### config.mk
export PLATFORM = sky130hd
export DESIGN_NAME = conv_encoder_punct
export DESIGN_NICKNAME = d
export VERILOG_FILES = /design/src/rtl/conv_encoder_punct.sv
export SDC_FILE = /design/constraint.sdc
export NUM_CORES = 1
export LEC_CHECK = 0
export BUFFER_PORTS_ARGS = -buffer_cell sky130_fd_sc_hd__buf_2
export CAP_MARGIN = 5
export CORE_MARGIN = 8
export CORE_UTILIZATION = 51
export CTS_CLUSTER_SIZE = 16
export DETAILED_ROUTE_END_ITERATION = 6
export PLACE_DENSITY = 0.77
export SYNTH_ARGS = -nofsm -noshare
export SYNTH_HDL_FRONTEND = slang
export SYNTH_SLANG_ARGS = --single-unit
export TNS_END_PERCENT = 10
### constraint.sdc
create_clock -name clk -period 1.9 [get_ports clk]
set_input_delay 0.19 -clock clk [delete_from_list [all_inputs] [get_ports clk]]
set_output_delay 0.19 -clock clk [all_outputs]
set_load 0.1 [all_outputs]
### src/rtl/conv_encoder_punct.sv
// Convolutional encoder with run-time constraint length, rate 1/2 or 1/3,
// optional zero-tail termination and periodic puncturing. One information
// bit per cycle in, one coded symbol (data + keep mask) per cycle out.
module conv_encoder_punct #(
  parameter int unsigned MAX_K         = 9,
  parameter int unsigned MAX_CODE_RATE = 3,
  parameter int unsigned PUNCT_PERIOD  = 4
) (
  input  logic                                         clk,
  input  logic                                         rst,
  // frame configuration, sampled on i_start in IDLE only
  input  logic                                         i_start,
  input  logic [3:0]                                   i_k,
  input  logic                                         i_code_rate,
  input  logic [MAX_CODE_RATE-1:0][MAX_K-1:0]          i_gen_poly,
  input  logic                                         i_term,
  input  logic                                         i_punct_en,
  input  logic [$clog2(PUNCT_PERIOD):0]                i_punct_len,
  input  logic [PUNCT_PERIOD-1:0][MAX_CODE_RATE-1:0]   i_punct_mat,
  // information bit stream
  input  logic                                         i_in_valid,
  input  logic                                         i_in_bit,
  input  logic                                         i_in_last,
  output logic                                         o_in_ready,
  // coded symbol stream
  output logic                                         o_out_valid,
  output logic [MAX_CODE_RATE-1:0]                     o_out_data,
  output logic [MAX_CODE_RATE-1:0]                     o_out_mask,
  input  logic                                         i_out_ready,
  // status
  output logic                                         o_busy,
  output logic                                         o_frame_done
);

  localparam int unsigned LenW = $clog2(PUNCT_PERIOD) + 1;
  localparam logic [3:0]  MaxK4 = 4'(MAX_K);

  typedef enum logic [1:0] {
    StIdle,
    StRun,
    StTail,
    StDrain
  } state_e;

  state_e state_q, state_d;

  // Latched frame configuration
  logic [3:0]                               k_q;
  logic                                     term_q;
  logic                                     punct_en_q;
  logic [LenW-1:0]                          len_q;
  logic [MAX_CODE_RATE-1:0]                 rate_mask_q;
  logic [MAX_CODE_RATE-1:0][MAX_K-1:0]      poly_q;
  logic [PUNCT_PERIOD-1:0][MAX_CODE_RATE-1:0] mat_q;

  // Encoder state
  logic [MAX_K-2:0]  sr_q;
  logic [LenW-1:0]   col_q;
  logic [3:0]        tail_cnt_q, tail_cnt_d;

  // Output register
  logic                      out_valid_q;
  logic [MAX_CODE_RATE-1:0]  out_data_q;
  logic [MAX_CODE_RATE-1:0]  out_mask_q;

  // Configuration as it will be latched on start
  logic [3:0]                           k_in;
  logic [MAX_K-1:0]                     tap_mask;
  logic [MAX_CODE_RATE-1:0]             rate_mask_in;
  logic [MAX_CODE_RATE-1:0][MAX_K-1:0]  poly_in;
  logic [LenW-1:0]                      len_in;

  // Datapath / handshake
  logic                      start_fire;
  logic                      slot_free;
  logic                      accept;
  logic                      tail_step;
  logic                      step;
  logic                      step_bit;
  logic [MAX_K-1:0]          window;
  logic [MAX_CODE_RATE-1:0]  enc;
  logic [MAX_CODE_RATE-1:0]  col_mask;
  logic [MAX_CODE_RATE-1:0]  step_mask;
  logic [LenW-1:0]           col_inc;
  logic                      frame_done;

  // Clamp illegal K to MAX_K and pre-mask polynomials so unused taps and the
  // third generator (in rate 1/2) contribute nothing downstream.
  always_comb begin
    k_in = i_k;
    if ((i_k < 4'd3) || (i_k > MaxK4)) begin
      k_in = MaxK4;
    end
    tap_mask = '0;
    for (int i = 0; i < MAX_K; i++) begin
      tap_mask[i] = (4'(i) < k_in);
    end
    rate_mask_in = '0;
    for (int j = 0; j < MAX_CODE_RATE; j++) begin
      rate_mask_in[j] = (j < 2) || (i_code_rate && (j < 3));
    end
    poly_in = '0;
    for (int j = 0; j < MAX_CODE_RATE; j++) begin
      poly_in[j] = rate_mask_in[j] ? (i_gen_poly[j] & tap_mask) : '0;
    end
    len_in = i_punct_len;
    if ((i_punct_len == '0) || (i_punct_len > LenW'(PUNCT_PERIOD))) begin
      len_in = LenW'(PUNCT_PERIOD);
    end
  end

  // Step qualification, encoding and puncture mask selection
  always_comb begin
    start_fire = (state_q == StIdle) && i_start;
    slot_free  = !out_valid_q || i_out_ready;
    accept     = (state_q == StRun) && slot_free && i_in_valid;
    tail_step  = (state_q == StTail) && slot_free;
    step       = accept || tail_step;
    // tail steps shift in zeros
    step_bit   = accept && i_in_bit;
    window     = {sr_q, step_bit};
    enc        = '0;
    for (int j = 0; j < MAX_CODE_RATE; j++) begin
      enc[j] = ^(window & poly_q[j]);
    end
    col_mask = '0;
    for (int p = 0; p < PUNCT_PERIOD; p++) begin
      if (col_q == LenW'(p)) begin
        col_mask = mat_q[p];
      end
    end
    step_mask = punct_en_q ? (col_mask & rate_mask_q) : rate_mask_q;
    col_inc   = col_q + LenW'(1);
  end

  // Next-state logic for the frame FSM and tail counter
  always_comb begin
    state_d    = state_q;
    tail_cnt_d = tail_cnt_q;
    frame_done = 1'b0;
    unique case (state_q)
      StIdle: begin
        if (i_start) begin
          state_d = StRun;
        end
      end
      StRun: begin
        tail_cnt_d = '0;
        if (accept && i_in_last) begin
          state_d = term_q ? StTail : StDrain;
        end
      end
      StTail: begin
        if (tail_step) begin
          if (tail_cnt_q == (k_q - 4'd2)) begin
            state_d = StDrain;
          end else begin
            tail_cnt_d = tail_cnt_q + 4'd1;
          end
        end
      end
      StDrain: begin
        // final symbol handshakes now, or nothing is pending
        if (slot_free) begin
          frame_done = 1'b1;
          state_d    = StIdle;
        end
      end
      default: state_d = StIdle;
    endcase
  end

  // FSM state and tail counter registers
  always_ff @(posedge clk or posedge rst) begin
    if (rst) begin
      state_q    <= StIdle;
      tail_cnt_q <= '0;
    end else begin
      state_q    <= state_d;
      tail_cnt_q <= tail_cnt_d;
    end
  end

  // Configuration latch, taken only when a frame starts
  always_ff @(posedge clk or posedge rst) begin
    if (rst) begin
      k_q         <= '0;
      term_q      <= 1'b0;
      punct_en_q  <= 1'b0;
      len_q       <= '0;
      rate_mask_q <= '0;
      poly_q      <= '0;
      mat_q       <= '0;
    end else if (start_fire) begin
      k_q         <= k_in;
      term_q      <= i_term;
      punct_en_q  <= i_punct_en;
      len_q       <= len_in;
      rate_mask_q <= rate_mask_in;
      poly_q      <= poly_in;
      mat_q       <= i_punct_mat;
    end
  end

  // Shift register and puncture column advance on every encode step,
  // including steps whose symbol is fully punctured
  always_ff @(posedge clk or posedge rst) begin
    if (rst) begin
      sr_q  <= '0;
      col_q <= '0;
    end else if (start_fire) begin
      sr_q  <= '0;
      col_q <= '0;
    end else if (step) begin
      sr_q  <= window[MAX_K-2:0];
      col_q <= (col_inc >= len_q) ? '0 : col_inc;
    end
  end

  // Single-entry output register; an all-zero mask produces no beat
  always_ff @(posedge clk or posedge rst) begin
    if (rst) begin
      out_valid_q <= 1'b0;
      out_data_q  <= '0;
      out_mask_q  <= '0;
    end else if (slot_free) begin
      out_valid_q <= step && (step_mask != '0);
      if (step) begin
        out_data_q <= enc;
        out_mask_q <= step_mask;
      end
    end
  end

  // Output assignments
  always_comb begin
    o_in_ready   = (state_q == StRun) && slot_free;
    o_out_valid  = out_valid_q;
    o_out_data   = out_data_q;
    o_out_mask   = out_mask_q;
    o_busy       = (state_q != StIdle);
    o_frame_done = frame_done;
  end

endmodule
==> metrics, run 1 <==
CTS Buf Count 9; HPWL after detailed placement around 6.5 mm; Final period util between 90% and 100%; run status completed; IO buf count 65; DIE HEIGHT around 100 µm; Required @ worst endpoint approximately 2100 ps; syn nets 494; FP Rows 31; Synth area leaders dfrtp_1, nand2_1, ha_1; mapped cell area 3790 µm²; DRC viols 0; Post-synth EDFFs 0; post-synthesis compound-gate area fraction a little under an eighth; post-synthesis cell type count between 40 and 50; CTS tree yes; CP top delay family compound AO/OA/AOI/OAI gates; largest family of logic cells by synthesized area simple AND/OR/NAND/NOR gates; Cells after Synth around 420; met3 WL post-DR 679 µm; final cell count without fillers 601; crit path capture type register; clock tree sinks 74; CP max FO 6; DIE WIDTH between 100 and 150 µm; M1 wire length between 3 and 4 mm; XOR/XNOR Fraction of Synth Area 7.95%; Worst-path clk slew roughly 80 ps; Arr. time, crit path between 2000 and 2500 ps; Core Region approximately 7200 µm²; IR Drop Worst-Case VDD around 0.59 mV; post-synth top area share a little under 50%; P&R area growth vs syn 22.3%; drt initial violations 127; DR vias 3,161; Max Cap Viol 0; register area share after synthesis 48.8%; worst slack, placed -6.55 ps; final worst setup slack 60.5 ps; #FFs+latches synth 74; Min Hold Slack 19.6 ps; final WL 8.85 mm; Max clock buf depth 2; clk_skew 7.69 ps; HP Class in -> reg; unrepaired setup endpoints after global routing yes; Placed Instances 582; Ports 66; critical-path cell list inv_1 -> ha_1 -> nor2b_1 -> a221oi_1 -> o211ai_1 -> nand2b_1 -> a211o_1; Root Driver clkbuf_8; highest routed layer met4; die area 10,500 µm²; ratio of cells with drive above 1 in the final layout 22.9%; Setup-failing EPs final 0; top cells by count, synth nand2_1, dfrtp_1, o21ai_0; antenna cells 0; Final Util approximately 64%; crit path time final 1840 ps; Fin. Hold Viols 0; First-pass DRT Iterations 4; filler instances 633; latest clock arrival within the worst-skew pair 350 ps; Vias/cell 5.26; simple-gate area share of the yosys netlist 21.9%; starting density of the core a little over half; DR WL/cell between 10 and 15 µm; CTS H-Tree Depth 3; largest net degree at the start of global routing 75; vias in the first global route approximately 3,300; area leader, netlist dfrtp_1; slowest CP cell dfrtp_1; Max Clk Rate ~540 MHz; power density cells 1620 nW/µm²; syn_area_per_cell 8.99 µm²; Syn. warnings 0; first-pass GRT wire length approximately 15 mm; total grt overflow 0; gr usage total 18.4%; main flop type after synthesis dfrtp_1; Antenna Nets Post-Route 0; Post-synth ARST share 100%; Slew Limit Headroom approximately 67%; post-synthesis adder-cell area fraction 5.28%; nets@finish 569; total power 7.54 mW; met2 wire len roughly 4.3 mm; Setup CP Type reg -> reg; most frequent cell after synthesis nand2_1; Buf/Inv on CP 1; initial antenna violation count 0; Lkg Pwr roughly 2.2 nW; critical path launch point type register; Final Wtd Congestion 0.822; mux cell area share after synthesis under 10%; max-slew violation count 0; CP max stage delay 440 ps; worst slew pin tran 489 ps
==> routing by layer <==
metal	vias up	global-route usage, %
li1	1531	-
met1	1520	21.9
met2	98	29.7
met3	12	6.88
met4	0	6.77
met5	-	0
==> placed cells by master, fill, tap and decap left out, types with 3 or more instances in the layout <==
cell,netlist,final
a21oi_1,12,12
nand3_1,13,13
inv_1,17,14
nor2_1,11,9
buf_4,0,11
mux2_2,3,3
ha_1,16,14
buf_2,2,63
nand2b_1,5,5
xnor2_1,14,14
buf_12,0,4
xnor3_1,3,3
bufinv_16,0,3
o21ai_0,29,29
clkbuf_8,0,10
dfrtp_1,74,74
a22o_1,5,5
nand2_1,154,154
xor2_1,10,9
==> kinds of logic after synthesis <==
group                    count (synthesis)
AND/OR/NAND/NOR                        198
buffers and inverters                   34
AO/OA/AOI/OAI                           68
flip-flops                              74
adder cells (fa/ha/maj)                 16
XOR/XNOR                                28
multiplexers                             4
==> sequential cells by signal (all words and copies together) (netlist names), 3 cells and up <==
signal	count
tail_cnt_q	4
len_q	3
mat_q	12
o_out_data	3
sr_q	8
poly_q	27
k_q	4
o_out_mask	3
col_q	3
==> through the flow <==
stage               area (µm²)  setup TNS [ps]
finish                    4640               0
global route              4640           -41.1
CTS                       4610               0
detailed placement        4340           -6.55
global placement          4340               0
floorplan                 3810           -1510
==> area by class of cell <==
| class | instances | area [µm²] | share of cell area [%] |
|---|---|---|---|
| well taps | 99 | 124 | 2.67 |
| inverters | 18 | 75.1 | 1.62 |
| repair buffers | 80 | 495 | 10.7 |
| flip-flops and latches | 74 | 1850 | 39.9 |
| clock buffers | 12 | 145 | 3.13 |
| clock inverters | 4 | 98.8 | 2.13 |
| multi-input cells | 314 | 1850 | 39.9 |
==> worst reg2reg max path, stage by stage (launching register included) <==
cell      delay [ps]
dfrtp_1          440
inv_1             90
ha_1             210
nor2b_1          140
a221oi_1         280
o211ai_1         150
nand2b_1         160
a211o_1          250
==> power by group <==
group | internal, mW | switching [mW]
clock | 0.912 | 0.576
sequential | 2.22 | 0.453
combinational | 1.26 | 2.12
==> final timing paths <==
| check | startpoint | depth (start not counted) | slack, ps | endpoint |
|---|---|---|---|---|
| max in group asynchronous | rst | 4 | 1100 | tail_cnt_q[0] |
| min in group asynchronous | rst | 4 | 460 | poly_q[1] |
| worst max-delay path | col_q[0] | 7 | 60 | o_out_valid |
| worst max register to register | col_q[0] | 7 | 60 | o_out_valid |
| worst min-delay path | i_punct_mat[9] | 3 | 20 | mat_q[9] |
| worst min register to register | rate_mask_q[1] | 1 | 480 | rate_mask_q[1] |
==> repair_timing <==
action                                 CTS  global route
buffers inserted                         0             2
endpoints found under the hold margin   74             0
hold buffers                             1             0
gates resized for setup                  2             7
setup endpoints to repair                3             9
pin swaps                                0             3
Power figures use the tool's default switching activity.
==> run 2, diff against run 1 <==
--- a/config.mk
+++ b/config.mk
@@ -8,10 +8,9 @@
 export BUFFER_PORTS_ARGS = -buffer_cell sky130_fd_sc_hd__buf_2
 export CAP_MARGIN = 5
 export CORE_MARGIN = 8
-export CORE_UTILIZATION = 51
+export CORE_UTILIZATION = 25
 export CTS_CLUSTER_SIZE = 16
 export DETAILED_ROUTE_END_ITERATION = 6
-export PLACE_DENSITY = 0.77
 export SYNTH_ARGS = -nofsm -noshare
 export SYNTH_HDL_FRONTEND = slang
 export SYNTH_SLANG_ARGS = --single-unit
==> metrics, run 2 (synthesis gave the netlist of run 1 again) <==
Core Region roughly 15,000 µm²; clk_skew 7.58 ps; crit path time final approximately 1800 ps; starting density of the core 25.2%; IO buf count 65; CP max FO 6; Max Clk Rate 551 MHz; met2 wire len between 4 and 5 mm; max-slew violation count 0; antenna cells 0; post-CTS setup buffer count 0; highest routed layer met4; commonest non-fill, non-tap cell in the layout nand2_1; Max clock buf depth 2; Buf/Inv on CP 1; DR vias 3,025; CP max stage delay ~410 ps; ratio of cells with drive above 1 in the final layout between 20% and 30%; CTS tree yes; met3 WL post-DR 523 µm; total grt overflow 0; power density cells 1590 nW/µm²; internal power 4.36 mW; unrepaired setup endpoints after global routing no; DIE WIDTH 139 µm; final cell count without fillers 688; Setup-failing EPs final 0; drt initial violations 135; DR WL/cell 14.1 µm; Required @ worst endpoint 2110 ps; largest net degree at the start of global routing 75; max FFs per register 27; Arr. time, crit path 2020 ps; CP top delay family compound AO/OA/AOI/OAI gates; most frequent cells in the layout nand2_1, dfrtp_1, buf_2; die area between 15,000 and 20,000 µm²; critical-path cell list inv_1 -> ha_1 -> nor2b_1 -> a221oi_2 -> o211ai_1 -> nand2b_1 -> a211o_1; biggest regs poly_q (27), mat_q (12), sr_q (8); IR Drop Worst-Case VDD 0.764 mV; initial antenna violation count 0; first-pass GRT wire length 16.2 mm; critical path launch point type register; latest clock arrival within the worst-skew pair about 330 ps; M1 wire length 4.47 mm; gr usage total around a tenth; worst slew pin tran 604 ps; Post-DP Area 4440 µm²; power share of the clock group 20.7%; CTS Buf Count 9; Root Driver clkbuf_16; DRC viols 0; Worst-path clk slew 60 ps; Placed Instances ~670; Final period util 95.5%; NetSw 3.22 mW; clock tree sinks 74; HP Class in -> reg; Final Wtd Congestion 0.814; Fin. Hold Viols 0; final WL 9.71 mm; Flop pwr share 35.4%; final worst setup slack roughly 86 ps; CTS H-Tree Depth 3; vias in the first global route 3,163; worst slack, placed between 5 and 6 ps; post-route cell area 4770 µm²; First-pass DRT Iterations 4; HPWL after detailed placement 7.43 mm; setup slack, reg-to-reg between 80 and 90 ps; run status completed; DIE HEIGHT 139 µm; FP Rows 45; Ports 66; Lkg Pwr 2.25 nW; proportion of power drawn by combinational gates 43.9%; switching share of power 42.4%; total power 7.58 mW; nets@finish around 570; crit path capture type register; Max Cap Viol 0; Slew Limit Headroom 59.5%; Largest Register poly_q; P&R area growth vs syn 25.7%; Antenna Nets Post-Route 0; Vias/cell 4.40; slowest CP cell dfrtp_2; Setup CP Type reg -> reg
[run 2: cell types whose count changed in the layout (fill, tap and decap cells not counted), moves of 2 or more]
cell | before | now
clkinv_2 | 0 | 2
bufinv_16 | 3 | 0
clkbuf_16 | 0 | 9
clkinvlp_4 | 2 | 5
clkbuf_1 | 2 | 0
clkbuf_8 | 10 | 1
[run 2: final timing paths]
check | endpoint | start | cells after the start
setup reg to reg | o_out_valid | col_q[0] | 7
hold / removal | poly_q[1] | i_gen_poly[1] | 3
setup / recovery | o_out_valid | col_q[0] | 7
hold reg to reg | poly_q[20] | poly_q[20] | 2
min in group asynchronous | poly_q[2] | rst | 4
max in group asynchronous | col_q[0] | rst | 4
[run 2: metrics by stage]
| step | utilization, % | hold slack (ps) | setup TNS [ps] |
|---|---|---|---|
| after global routing | 31.7 | 53.6 | 0 |
| after global placement | 29.5 | 328 | 0 |
| after floorplan | - | 295 | -1510 |
| final | 31.7 | 47.4 | 0 |
| after detailed placement | 29.5 | 331 | 0 |
| after CTS | 31.5 | 28.3 | 0 |
[run 2: power by group through the flow]
stage	clock network (mW)	logic [mW]	registers [mW]
after floorplan	0	2.12	2.95
after global placement	0	3.18	2.68
after detailed placement	0	3.30	2.70
after CTS	1.63	3.33	2.68
after global routing	1.68	3.70	2.78
final	1.57	3.33	2.68
[run 2: worst reg2reg max path, stage by stage (launching register included)]
cell and delay, ps:
dfrtp_2 410, inv_1 90, ha_1 200, nor2b_1 160, a221oi_2 270, o211ai_1 140, nand2b_1 160, a211o_1 260
[run 2: cell type report]
type	count	area [µm²]
clock inverters	6	41.3
clock buffers	10	239
well taps	188	235
multi-input cells	314	1850
flip-flops and latches	74	1850
fillers	1555	10300
repair buffers	78	472
inverters	18	75.1
[run 2: repair_timing]
action,in CTS,in global routing
gates resized for setup,3,8
endpoints found under the hold margin,74,0
pin swaps,0,3
setup endpoints to repair,4,8
hold buffers,1,0
[run 2: layer usage]
layer / vias to the layer above / global-route usage (%)
met1: 1437 / 12.8
met2: 57 / 16.8
met4: 0 / 2.95
li1: 1525 / -
met3: 6 / 3.96
met5: - / 0
==> run 3, diff against run 2 <==
==> constraint.sdc (replaced) <==
create_clock -name clk -period 1.5 [get_ports clk]
set_input_delay 0.15 -clock clk [delete_from_list [all_inputs] [get_ports clk]]
set_output_delay 0.15 -clock clk [all_outputs]
set_load 0.1 [all_outputs]
==> metrics, run 3 (synthesis gave the netlist of run 1 again) <==
largest net degree at the start of global routing 31; max FFs per register 27; proportion of power drawn by combinational gates slightly above 50%; switching share of power 39.6%; unrepaired setup endpoints after global routing yes; CTS H-Tree Depth 3; CP max FO 5; Flop pwr share 28.7%; crit path time final 1760 ps; Slew Limit Headroom 66.1%; ratio of cells with drive above 1 in the final layout 37.3%; Post-DP Area 4810 µm²; clock tree sinks 74; final WL 10.6 mm; latest clock arrival within the worst-skew pair 340 ps; Ports 66; setup TNS -2980 ps; total grt overflow 0; Min Hold Slack 7.45 ps; NetSw 4.64 mW; HP Class in -> reg; Max clock buf depth 2; First-pass DRT Iterations 4; power density cells 2080 nW/µm²; HPWL after detailed placement just over 8 mm; final cell count without fillers 746; initial antenna violation count 0; Root Driver clkbuf_16; starting density of the core 25.2%; Antenna Nets Post-Route 0; clk_skew 4.48 ps; biggest regs poly_q (27), mat_q (12), sr_q (8); Lkg Pwr 2.64 nW; failing checks setup timing; Largest Register poly_q; vias in the first global route 3,592; Setup CP Type reg -> reg; drt initial violations 183; first-pass GRT wire length 17.6 mm; final worst setup slack -262 ps; DR WL/cell 14.3 µm; P&R area growth vs syn 48.4%; Max Cap Viol 0; DRC viols 0; nets@finish 626; CTS Buf Count 9; FP Rows 45; run status finished with violations; filler instances 1,456; Core Region ~15,000 µm²; worst slew pin tran 512 ps; internal power ~7.1 mW; Final Wtd Congestion 0.791; gr usage total 11.4%; power share of the clock group 19.8%; Setup-failing EPs final 28; Vias/cell 4.38; max-slew violation count 0; Buf/Inv on CP 2; critical path launch point type register; commonest non-fill, non-tap cell in the layout nand2_1; DR vias 3,271; die area 19,400 µm²; DIE WIDTH ~140 µm; Fin. Hold Viols 0; critical-path cell list inv_2 -> buf_4 -> ha_4 -> a21oi_2 -> o21ai_2 -> a32oi_2 -> nand2b_4 -> a211o_1; CP top delay family compound AO/OA/AOI/OAI gates; antenna cells 0; Final period util 117%; post-route cell area 5630 µm²; Placed Instances between 700 and 800; CTS tree yes; IR Drop Worst-Case VDD ~0.87 mV; DIE HEIGHT 139 µm; most frequent cells in the layout nand2_1, dfrtp_1, buf_2; CP max stage delay 420 ps; crit path capture type register; IO buf count 65; Max Clk Rate 568 MHz; Arr. time, crit path 1980 ps; Worst-path clk slew 60 ps; Required @ worst endpoint between 1500 and 2000 ps; slowest CP cell dfrtp_1
run 3: worst reg2reg max path, delay by kind of cell (launching register included):
kind	cells	cell delay (ps)
AOI/OAI and AO/OA	4	760
adders and majority gates	1	170
buffers and inverters	2	220
DFF	1	420
and+or+nand+nor	1	70
run 3: worst paths after layout:
kind                                startpoint             end  slack [ps]  cells after the start
max in group asynchronous                  rst       poly_q[4]         600                      4
worst max-delay path                  col_q[0]     o_out_valid        -260                      8
min in group asynchronous                  rst         sr_q[1]         340                      3
worst min register to register  rate_mask_q[1]  rate_mask_q[1]         470                      1
worst min-delay path                i_punct_en      punct_en_q           7                      3
worst max register to register        col_q[0]     o_out_valid        -260                      8
run 3: stage by stage:
step / total power [mW] / setup WS [ps] / util (%)
3_5_place_dp: 8.39 / -295 / 32.0
6_report: 11.7 / -262 / 37.5
3_3_place_gp: 8.23 / -213 / 32.0
2_1_floorplan: 6.47 / -378 / -
4_1_cts: 11.2 / -199 / 35.9
5_1_grt: 12.5 / -340 / 37.5
run 3: cell type report:
| class | instances | area (µm²) | share of cell area (%) |
|---|---|---|---|
| inverter | 18 | 80.1 | 1.42 |
| multi-input combinational | 314 | 2120 | 37.6 |
| timing repair buffer | 137 | 1020 | 18.2 |
| clock buffer | 11 | 243 | 4.31 |
| clock inverter | 4 | 76.3 | 1.36 |
| tap | 188 | 235 | 4.18 |
| sequential | 74 | 1850 | 32.9 |
run 3: timing repair:
| item | 4_1_cts | 5_1_grt |
|---|---|---|
| setup buffers | 4 | 6 |
| hold buffers | 8 | 0 |
| hold endpoints to repair | 18 | 0 |
| pin swaps | 16 | 23 |
| setup endpoints to repair | 66 | 62 |
| gates resized for setup | 40 | 55 |
run 3: metal layers:
| metal | routed length (µm) | up-vias | track usage (%) |
|---|---|---|---|
| met2 | 5220 | 79 | 18.7 |
| met5 | 0 | - | 0 |
| met1 | 4640 | 1533 | 13.6 |
| met3 | 696 | 6 | 4.27 |
| met4 | 91 | 0 | 3.12 |
| li1 | - | 1653 | - |
run 3: power by group through the flow:
| stage | clock, mW | combinational (mW) | sequential (mW) |
|---|---|---|---|
| 3_3_place_gp | 0 | 4.88 | 3.35 |
| 5_1_grt | 2.45 | 6.59 | 3.48 |
| 4_1_cts | 2.38 | 5.48 | 3.36 |
| 3_5_place_dp | 0 | 5.02 | 3.36 |
| 2_1_floorplan | 0 | 2.72 | 3.75 |
| 6_report | 2.32 | 6.03 | 3.36 |
